### src/rtl/cpu_pkg.sv
// Shared CPU definitions: opcode map, program-memory NOP default
// and the program-memory controller state type.
package cpu_pkg;

    localparam logic [3:0] OP_LDA  = 4'b0000;
    localparam logic [3:0] OP_LDB  = 4'b0001;
    localparam logic [3:0] OP_LDO  = 4'b0010;
    localparam logic [3:0] OP_LDSA = 4'b0011;
    localparam logic [3:0] OP_LDSB = 4'b0100;
    localparam logic [3:0] OP_LSH  = 4'b0101;
    localparam logic [3:0] OP_RSH  = 4'b0110;
    localparam logic [3:0] OP_CLR  = 4'b0111;
    localparam logic [3:0] OP_SNZA = 4'b1000;
    localparam logic [3:0] OP_ADD  = 4'b1010;
    localparam logic [3:0] OP_SUB  = 4'b1011;
    localparam logic [3:0] OP_XOR  = 4'b1110;

    localparam logic [3:0] PM_NOP_OPCODE = OP_CLR;

    typedef enum logic [1:0] {
        PM_EMPTY   = 2'd0,
        PM_LOADING = 2'd1,
        PM_READY   = 2'd2
    } pm_state_t;

endpackage

### src/rtl/program_memory_if.sv
// Load and fetch ports of the program memory.
// master drives loads/fetches, slave is the memory.
interface program_memory_if #(
    parameter int ADDR_WIDTH = 8,
    parameter int DATA_WIDTH = 4
);
    logic                  load_start;
    logic                  load_valid;
    logic [DATA_WIDTH-1:0] load_data;
    logic                  load_ready;
    logic                  load_end;
    logic                  fetch_req;
    logic [ADDR_WIDTH-1:0] fetch_addr;
    logic                  fetch_ready;
    logic                  fetch_valid;
    logic [DATA_WIDTH-1:0] fetch_data;
    logic [ADDR_WIDTH:0]   prog_len;
    logic                  full;

    modport master (
        output load_start, load_valid, load_data, load_end,
        output fetch_req, fetch_addr,
        input  load_ready, fetch_ready, fetch_valid, fetch_data,
        input  prog_len, full
    );

    modport slave (
        input  load_start, load_valid, load_data, load_end,
        input  fetch_req, fetch_addr,
        output load_ready, fetch_ready, fetch_valid, fetch_data,
        output prog_len, full
    );
endinterface

### src/rtl/program_memory_ram.sv
// Simple dual-port RAM: one write port, one synchronous read port.
// No reset so it maps onto block or distributed RAM.
module pm_ram #(
    parameter int ADDR_WIDTH = 8,
    parameter int DATA_WIDTH = 4,
    parameter int DEPTH      = 256
) (
    input  logic                  clk,
    input  logic                  we_i,
    input  logic [ADDR_WIDTH-1:0] waddr_i,
    input  logic [DATA_WIDTH-1:0] wdata_i,
    input  logic                  re_i,
    input  logic [ADDR_WIDTH-1:0] raddr_i,
    output logic [DATA_WIDTH-1:0] rdata_o
);
    localparam int IW = (DEPTH > 1) ? $clog2(DEPTH) : 1;

    logic [DATA_WIDTH-1:0] mem [DEPTH];

    always_ff @(posedge clk) begin
        if (we_i) begin
            mem[waddr_i[IW-1:0]] <= wdata_i;
        end
        if (re_i) begin
            rdata_o <= mem[raddr_i[IW-1:0]];
        end
    end

    // Upper address bits only matter for the range check in the parent.
    if (ADDR_WIDTH > IW) begin : g_hi
        logic unused_hi;
        assign unused_hi = ^{waddr_i[ADDR_WIDTH-1:IW],
                             raddr_i[ADDR_WIDTH-1:IW]};
    end
endmodule

### src/rtl/program_memory.sv
// Loadable instruction store with streamed load port and a
// one-cycle fetch port; out-of-program addresses read as NOP.
module program_memory
    import cpu_pkg::*;
#(
    parameter int                    ADDR_WIDTH = 8,
    parameter int                    DATA_WIDTH = 4,
    parameter int                    DEPTH      = 256,
    parameter logic [DATA_WIDTH-1:0] NOP_OPCODE = PM_NOP_OPCODE
) (
    input logic             clk,
    input logic             rst,
    program_memory_if.slave bus
);
    localparam logic [ADDR_WIDTH:0] LEN_DEPTH = (ADDR_WIDTH+1)'(DEPTH);

    pm_state_t             state_q, state_d;
    logic [ADDR_WIDTH-1:0] wr_ptr_q, wr_ptr_d;
    logic [ADDR_WIDTH:0]   prog_len_q, prog_len_d;
    logic                  valid_q, hit_q, hit_d;
    logic                  load_ready, fetch_ready, full;
    logic                  wr_en, rd_en;
    logic [DATA_WIDTH-1:0] ram_rdata;

    always_ff @(posedge clk) begin
        if (rst) begin
            state_q <= PM_EMPTY;
        end else begin
            state_q <= state_d;
        end
    end

    // load_start wins over load_end and restarts from any state.
    always_comb begin
        state_d = state_q;
        unique case (state_q)
            PM_EMPTY:   state_d = PM_EMPTY;
            PM_LOADING: if (bus.load_end) state_d = PM_READY;
            PM_READY:   state_d = PM_READY;
            default:    state_d = PM_EMPTY;
        endcase
        if (bus.load_start) begin
            state_d = PM_LOADING;
        end
    end

    always_comb begin
        full        = (prog_len_q == LEN_DEPTH);
        load_ready  = (state_q == PM_LOADING) && !full && !bus.load_start;
        fetch_ready = (state_q == PM_READY);
    end

    assign wr_en = bus.load_valid && load_ready;
    assign rd_en = bus.fetch_req && fetch_ready;

    always_comb begin
        wr_ptr_d   = wr_ptr_q;
        prog_len_d = prog_len_q;
        if (bus.load_start) begin
            wr_ptr_d   = '0;
            prog_len_d = '0;
        end else if (wr_en) begin
            wr_ptr_d   = wr_ptr_q + ADDR_WIDTH'(1);
            prog_len_d = prog_len_q + (ADDR_WIDTH+1)'(1);
        end
        hit_d = hit_q;
        if (rd_en) begin
            hit_d = ({1'b0, bus.fetch_addr} < prog_len_q);
        end
    end

    always_ff @(posedge clk) begin
        if (rst) begin
            wr_ptr_q   <= '0;
            prog_len_q <= '0;
            valid_q    <= 1'b0;
            hit_q      <= 1'b0;
        end else begin
            wr_ptr_q   <= wr_ptr_d;
            prog_len_q <= prog_len_d;
            valid_q    <= rd_en;
            hit_q      <= hit_d;
        end
    end

    pm_ram #(
        .ADDR_WIDTH (ADDR_WIDTH),
        .DATA_WIDTH (DATA_WIDTH),
        .DEPTH      (DEPTH)
    ) u_ram (
        .clk     (clk),
        .we_i    (wr_en),
        .waddr_i (wr_ptr_q),
        .wdata_i (bus.load_data),
        .re_i    (rd_en),
        .raddr_i (bus.fetch_addr),
        .rdata_o (ram_rdata)
    );

    // RAM output and hit flag both hold between fetches, so data holds too.
    assign bus.fetch_data  = hit_q ? ram_rdata : NOP_OPCODE;
    assign bus.fetch_valid = valid_q;
    assign bus.load_ready  = load_ready;
    assign bus.fetch_ready = fetch_ready;
    assign bus.prog_len    = prog_len_q;
    assign bus.full        = full;
endmodule

### src/flat_wrapper.sv
// flat-port wrapper written by rule: the top's interface ports become plain ports
module program_memory_flat import cpu_pkg::*;
#(
    parameter int                    ADDR_WIDTH = 8,
    parameter int                    DATA_WIDTH = 4,
    parameter int                    DEPTH      = 256,
    parameter logic [DATA_WIDTH-1:0] NOP_OPCODE = PM_NOP_OPCODE
)
  (clk, rst, bus_load_start, bus_load_valid, bus_load_data, bus_load_end, bus_fetch_req, bus_fetch_addr, bus_load_ready, bus_fetch_ready, bus_fetch_valid, bus_fetch_data, bus_prog_len, bus_full);
  program_memory_if #(.ADDR_WIDTH(ADDR_WIDTH), .DATA_WIDTH(DATA_WIDTH)) bus_i ();
  input logic clk;
  input logic rst;
  input wire logic [$bits(bus_i.load_start)-1:0] bus_load_start;
  input wire logic [$bits(bus_i.load_valid)-1:0] bus_load_valid;
  input wire logic [$bits(bus_i.load_data)-1:0] bus_load_data;
  input wire logic [$bits(bus_i.load_end)-1:0] bus_load_end;
  input wire logic [$bits(bus_i.fetch_req)-1:0] bus_fetch_req;
  input wire logic [$bits(bus_i.fetch_addr)-1:0] bus_fetch_addr;
  output wire logic [$bits(bus_i.load_ready)-1:0] bus_load_ready;
  output wire logic [$bits(bus_i.fetch_ready)-1:0] bus_fetch_ready;
  output wire logic [$bits(bus_i.fetch_valid)-1:0] bus_fetch_valid;
  output wire logic [$bits(bus_i.fetch_data)-1:0] bus_fetch_data;
  output wire logic [$bits(bus_i.prog_len)-1:0] bus_prog_len;
  output wire logic [$bits(bus_i.full)-1:0] bus_full;
  assign bus_i.load_start = bus_load_start;
  assign bus_i.load_valid = bus_load_valid;
  assign bus_i.load_data = bus_load_data;
  assign bus_i.load_end = bus_load_end;
  assign bus_i.fetch_req = bus_fetch_req;
  assign bus_i.fetch_addr = bus_fetch_addr;
  assign bus_load_ready = bus_i.load_ready;
  assign bus_fetch_ready = bus_i.fetch_ready;
  assign bus_fetch_valid = bus_i.fetch_valid;
  assign bus_fetch_data = bus_i.fetch_data;
  assign bus_prog_len = bus_i.prog_len;
  assign bus_full = bus_i.full;
  program_memory #(.ADDR_WIDTH(ADDR_WIDTH), .DATA_WIDTH(DATA_WIDTH), .DEPTH(DEPTH), .NOP_OPCODE(NOP_OPCODE)) u_core (.clk(clk), .rst(rst), .bus(bus_i));
endmodule
### config.mk
export PLATFORM = sky130hd
export DESIGN_NAME = program_memory_flat
export DESIGN_NICKNAME = d
export VERILOG_FILES = /design/src/rtl/cpu_pkg.sv /design/src/rtl/program_memory_if.sv /design/src/rtl/program_memory_ram.sv /design/src/rtl/program_memory.sv /design/src/flat_wrapper.sv
export SDC_FILE = /design/constraint.sdc
export NUM_CORES = 1
export LEC_CHECK = 0
export ABC_CLOCK_PERIOD_IN_PS = 4000
export CAP_MARGIN = 10
export CORE_ASPECT_RATIO = 1.5
export CORE_MARGIN = 3
export CORE_UTILIZATION = 30
export CTS_CLUSTER_DIAMETER = 80
export DETAILED_ROUTE_END_ITERATION = 7
export DONT_BUFFER_PORTS = 1
export SLEW_MARGIN = 30
export SYNTH_ARGS = -nofsm -noshare
export SYNTH_HDL_FRONTEND = slang
export SYNTH_SLANG_ARGS = --single-unit
export TNS_END_PERCENT = 30
### constraint.sdc
create_clock -name clk -period 4 [get_ports clk]
set_input_delay 0.6 -clock clk [delete_from_list [all_inputs] [get_ports clk]]
set_output_delay 0.6 -clock clk [all_outputs]
set_load 0.01 [all_outputs]
==> metrics <==
TritonCTS buffer count 90; initial antenna violation count 2; clock root cell clkbuf_16; CP Capture Type flop; fin crit period 3.551 ns; CP max stage cell and2_1; final setup TNS 0 ns; largest net degree at the start of global routing ~290; MaxCap Viol Count 0; fin nets 2204; top cell type by total area after synthesis edfxtp_1; Skew-Pair Late Insertion Delay between 0.6 and 0.7 ns; Initial DRC Count between 2000 and 2500; number of filler cells placed in the layout between 10000 and 15000; combinational share of power ~2.6%; buffers plus inverters on the worst setup path 2; Final Hold Fails 0; DR vias/cell roughly 5; worst vdd ir about 0.31 mV; internal power between 15 and 20 mW; Cell Area, Synth 41670 µm²; Net Sw Frac 19.13%; hold_sp rst; placed instance count roughly 4000; Worst Skew between 0.03 and 0.04 ns; Layout area overhead 11.66%; clock buffer depth 3; H-tree level count 3; Sequential Power Share between 50 and 60%; Ports 35; first-pass GRT wire length 147200 µm; DRC 0; clk slew on worst S/H paths approximately 0.070 ns; vias in the first global route 21940; Pins Over Slew Limit 0; number of I/O port buffers 0; layout cells sized above 1 a little under a fifth; Peak Freq 281.6 MHz; Mapped Cells about 2200; Final Cycle Share between 80% and 90%; Worst R2R End u_core.u_ram.mem[176][0]; pwr dens ~460 nW/µm²; Synth top area share around three quarters; Tightest Pin Transition 0.9321 ns; final WL between 100000 and 150000 µm; DRT Pass-1 Iters 5; RSZ-0062 raised after global routing false; Setup CP Type reg -> reg; CP Cell Sequence inv_1 -> ha_1 -> nor4b_1 -> a41oi_1 -> and2_1 -> nand3_1 -> buf_12 -> nor2_1; CTS resizes 0; RD Place Congestion between 0.8 and 0.9; R2R Setup Slk ~0.45 ns; leakage 13.86 nW; Tot GR Track Use 13.95%; Post-synth EDFFs just over 1000; reg2reg path depth 8; Hold Path Sink u_core.hit_q; critical path launch point type flop; Rel. slew slack between 30% and 40%; clock power share between 40 and 50%; Die Span Y roughly 460 µm; worst r2r src u_core.bus.prog_len[0]; Post-Syn Nets approximately 2200; die area ~140000 µm²; asr flop ratio synth 0%; die width 310.3 µm; routed len/inst about 25 µm; Sw Pwr around 4.1 mW; Crit path largest cell delay approximately 0.6 ns; CTS tree done; Critical Path RT approximately 4.3 ns; Worst Hold Path Cells 2; status complete, no violations; total gr overflow 0; Avg Inst Size Synth 19.27 µm²; Main synth FF type edfxtp_1; Setup WS pre-CTS a little over 0.4 ns; Post-DRT Antenna Nets 0; sequential element share of the synthesized area 75.08%; Synth area leaders edfxtp_1, mux4_2, nor2_1, mux2i_1, dfxtp_1; Starting Density 30.35%; worst min path class in -> reg; Synth cell types slightly below 60; Via Count approximately 20000; final setup fails 0; total core area 137300 µm²; Rows ~170; DPL Wire Length roughly 61000 µm; CTS sink count about 1000; Yosys reg bits around 1000; worst-path maximum fanout 16; CP arrival ~3.9 ns; Syn. warnings 0; fin cells 4094; Setup WS post-layout approximately 0.45 ns; delay-heaviest family, CP simple AND/OR/NAND/NOR gates
[timing repair]
item                       4_1_cts  5_1_grt
hold endpoints to repair         2        0
setup buffers                    0        0
setup endpoints to repair        0        0
hold buffers                     1        0
[layer usage]
layer  routed length, µm  global-route usage (%)  vias to the layer above
met5                   0                       0                        -
li1                    -                       -                     8780
met4                3847                   5.601                        0
met2               55810                   26.15                      725
met1               35780                   15.46                    10870
met3                5518                   2.359                      173
[cell usage after synthesis (all sizes together) (11+ instances only)]
cell type and instances:
mux2i 80, nor2b 12, nand3 28, o211ai 11, o221ai 21, clkbuf 39, a211oi 25, a22oi 20
edfxtp 1028, mux4 224, buf 89, nand2b 20, inv 14, ha 15, nand2 32, a21oi 34
o22ai 41, dfxtp 21, nor2 301
[registers in the layout (all words and copies together), names as in the netlist]
name and count:
u_core.bus.prog_len 9, u_core.bus.fetch_valid 1, u_core.wr_ptr_q 8, u_core.state_q 2
u_core.u_ram.rdata_o 4, u_core.u_ram.mem 1024, u_core.hit_q 1
[cell type report]
class	count	area [µm²]	share of cell area, %
Tap cell	1848	2312	4.969
Timing Repair Buffer	45	352.8	0.7582
Clock buffer	110	2422	5.206
Antenna cell	2	5.005	0.01076
Sequential cell	1049	31290	67.24
Multi-Input combinational cell	971	9513	20.44
Clock inverter	55	585.6	1.258
Inverter	14	52.55	0.1129
[worst max path at each step]
stage	startpoint	to	cells after the start
after floorplan	u_core.bus.prog_len[0]	u_core.u_ram.mem[100][0]	10
after global placement	u_core.bus.prog_len[0]	u_core.u_ram.mem[16][1]	8
after detailed placement	u_core.bus.prog_len[0]	u_core.u_ram.mem[176][1]	8
after CTS	u_core.bus.prog_len[0]	u_core.u_ram.mem[176][0]	8
after global routing	u_core.bus.prog_len[0]	u_core.u_ram.mem[176][0]	8
final	u_core.bus.prog_len[0]	u_core.u_ram.mem[176][0]	8
[cell usage in the layout, fill, tap and decap left out, types with 7 or more instances in the layout]
cell | netlist | final
edfxtp_1 | 1028 | 1028
nor2_1 | 301 | 300
mux4_2 | 217 | 217
clkbuf_16 | 0 | 94
mux2i_1 | 80 | 80
buf_4 | 26 | 43
o22ai_1 | 41 | 41
a21oi_1 | 34 | 34
nand2_1 | 30 | 29
nand3_1 | 28 | 28
a211oi_1 | 24 | 24
o221ai_1 | 21 | 21
dfxtp_1 | 21 | 21
nand2b_1 | 20 | 20
a22oi_1 | 20 | 20
clkinv_2 | 0 | 19
ha_1 | 15 | 15
clkbuf_1 | 38 | 15
inv_1 | 14 | 14
nor2b_1 | 12 | 11
clkinv_1 | 0 | 11
bufinv_16 | 0 | 11
o211ai_1 | 10 | 10
nor3_1 | 10 | 10
a22o_1 | 10 | 10
o32ai_1 | 9 | 9
nand4_1 | 9 | 9
clkinvlp_4 | 0 | 9
mux2_2 | 8 | 8
o21ai_0 | 8 | 8
xnor2_1 | 8 | 8
nor4_1 | 7 | 7
mux4_1 | 7 | 7
[through the flow]
stage               cell area (µm²)  total power, mW  utilization, %  hold slack [ns]
finish                        46530            21.52           33.89          0.07448
global route                  46530            22.13           33.89          0.06626
floorplan                     41670            12.85               -           0.4942
detailed placement            43510            12.85           31.69           0.5418
global placement              43510            12.85           31.69           0.5049
CTS                           46530            21.66           33.89          0.02689
[kinds of logic after synthesis]
| group | Yosys count | synth area share, % |
|---|---|---|
| and+or+nand+nor | 440 | 4.549 |
| muxes | 312 | 14.31 |
| xor gates and xnor gates | 12 | 0.2522 |
| DFF | 1049 | 75.08 |
| AOI/OAI and AO/OA | 192 | 3.252 |
| adders and majority gates | 15 | 0.4504 |
| buffers and inverters | 143 | 2.108 |
[power by group through the flow]
stage	registers, mW	logic, mW	clock network [mW]
detailed placement	12.3	0.555	0
finish	12.1	0.554	8.90
global route	12.1	0.577	9.50
floorplan	12.3	0.547	0
global placement	12.3	0.552	0
CTS	12.1	0.558	9.05
(Power assumes the default switching activity.)
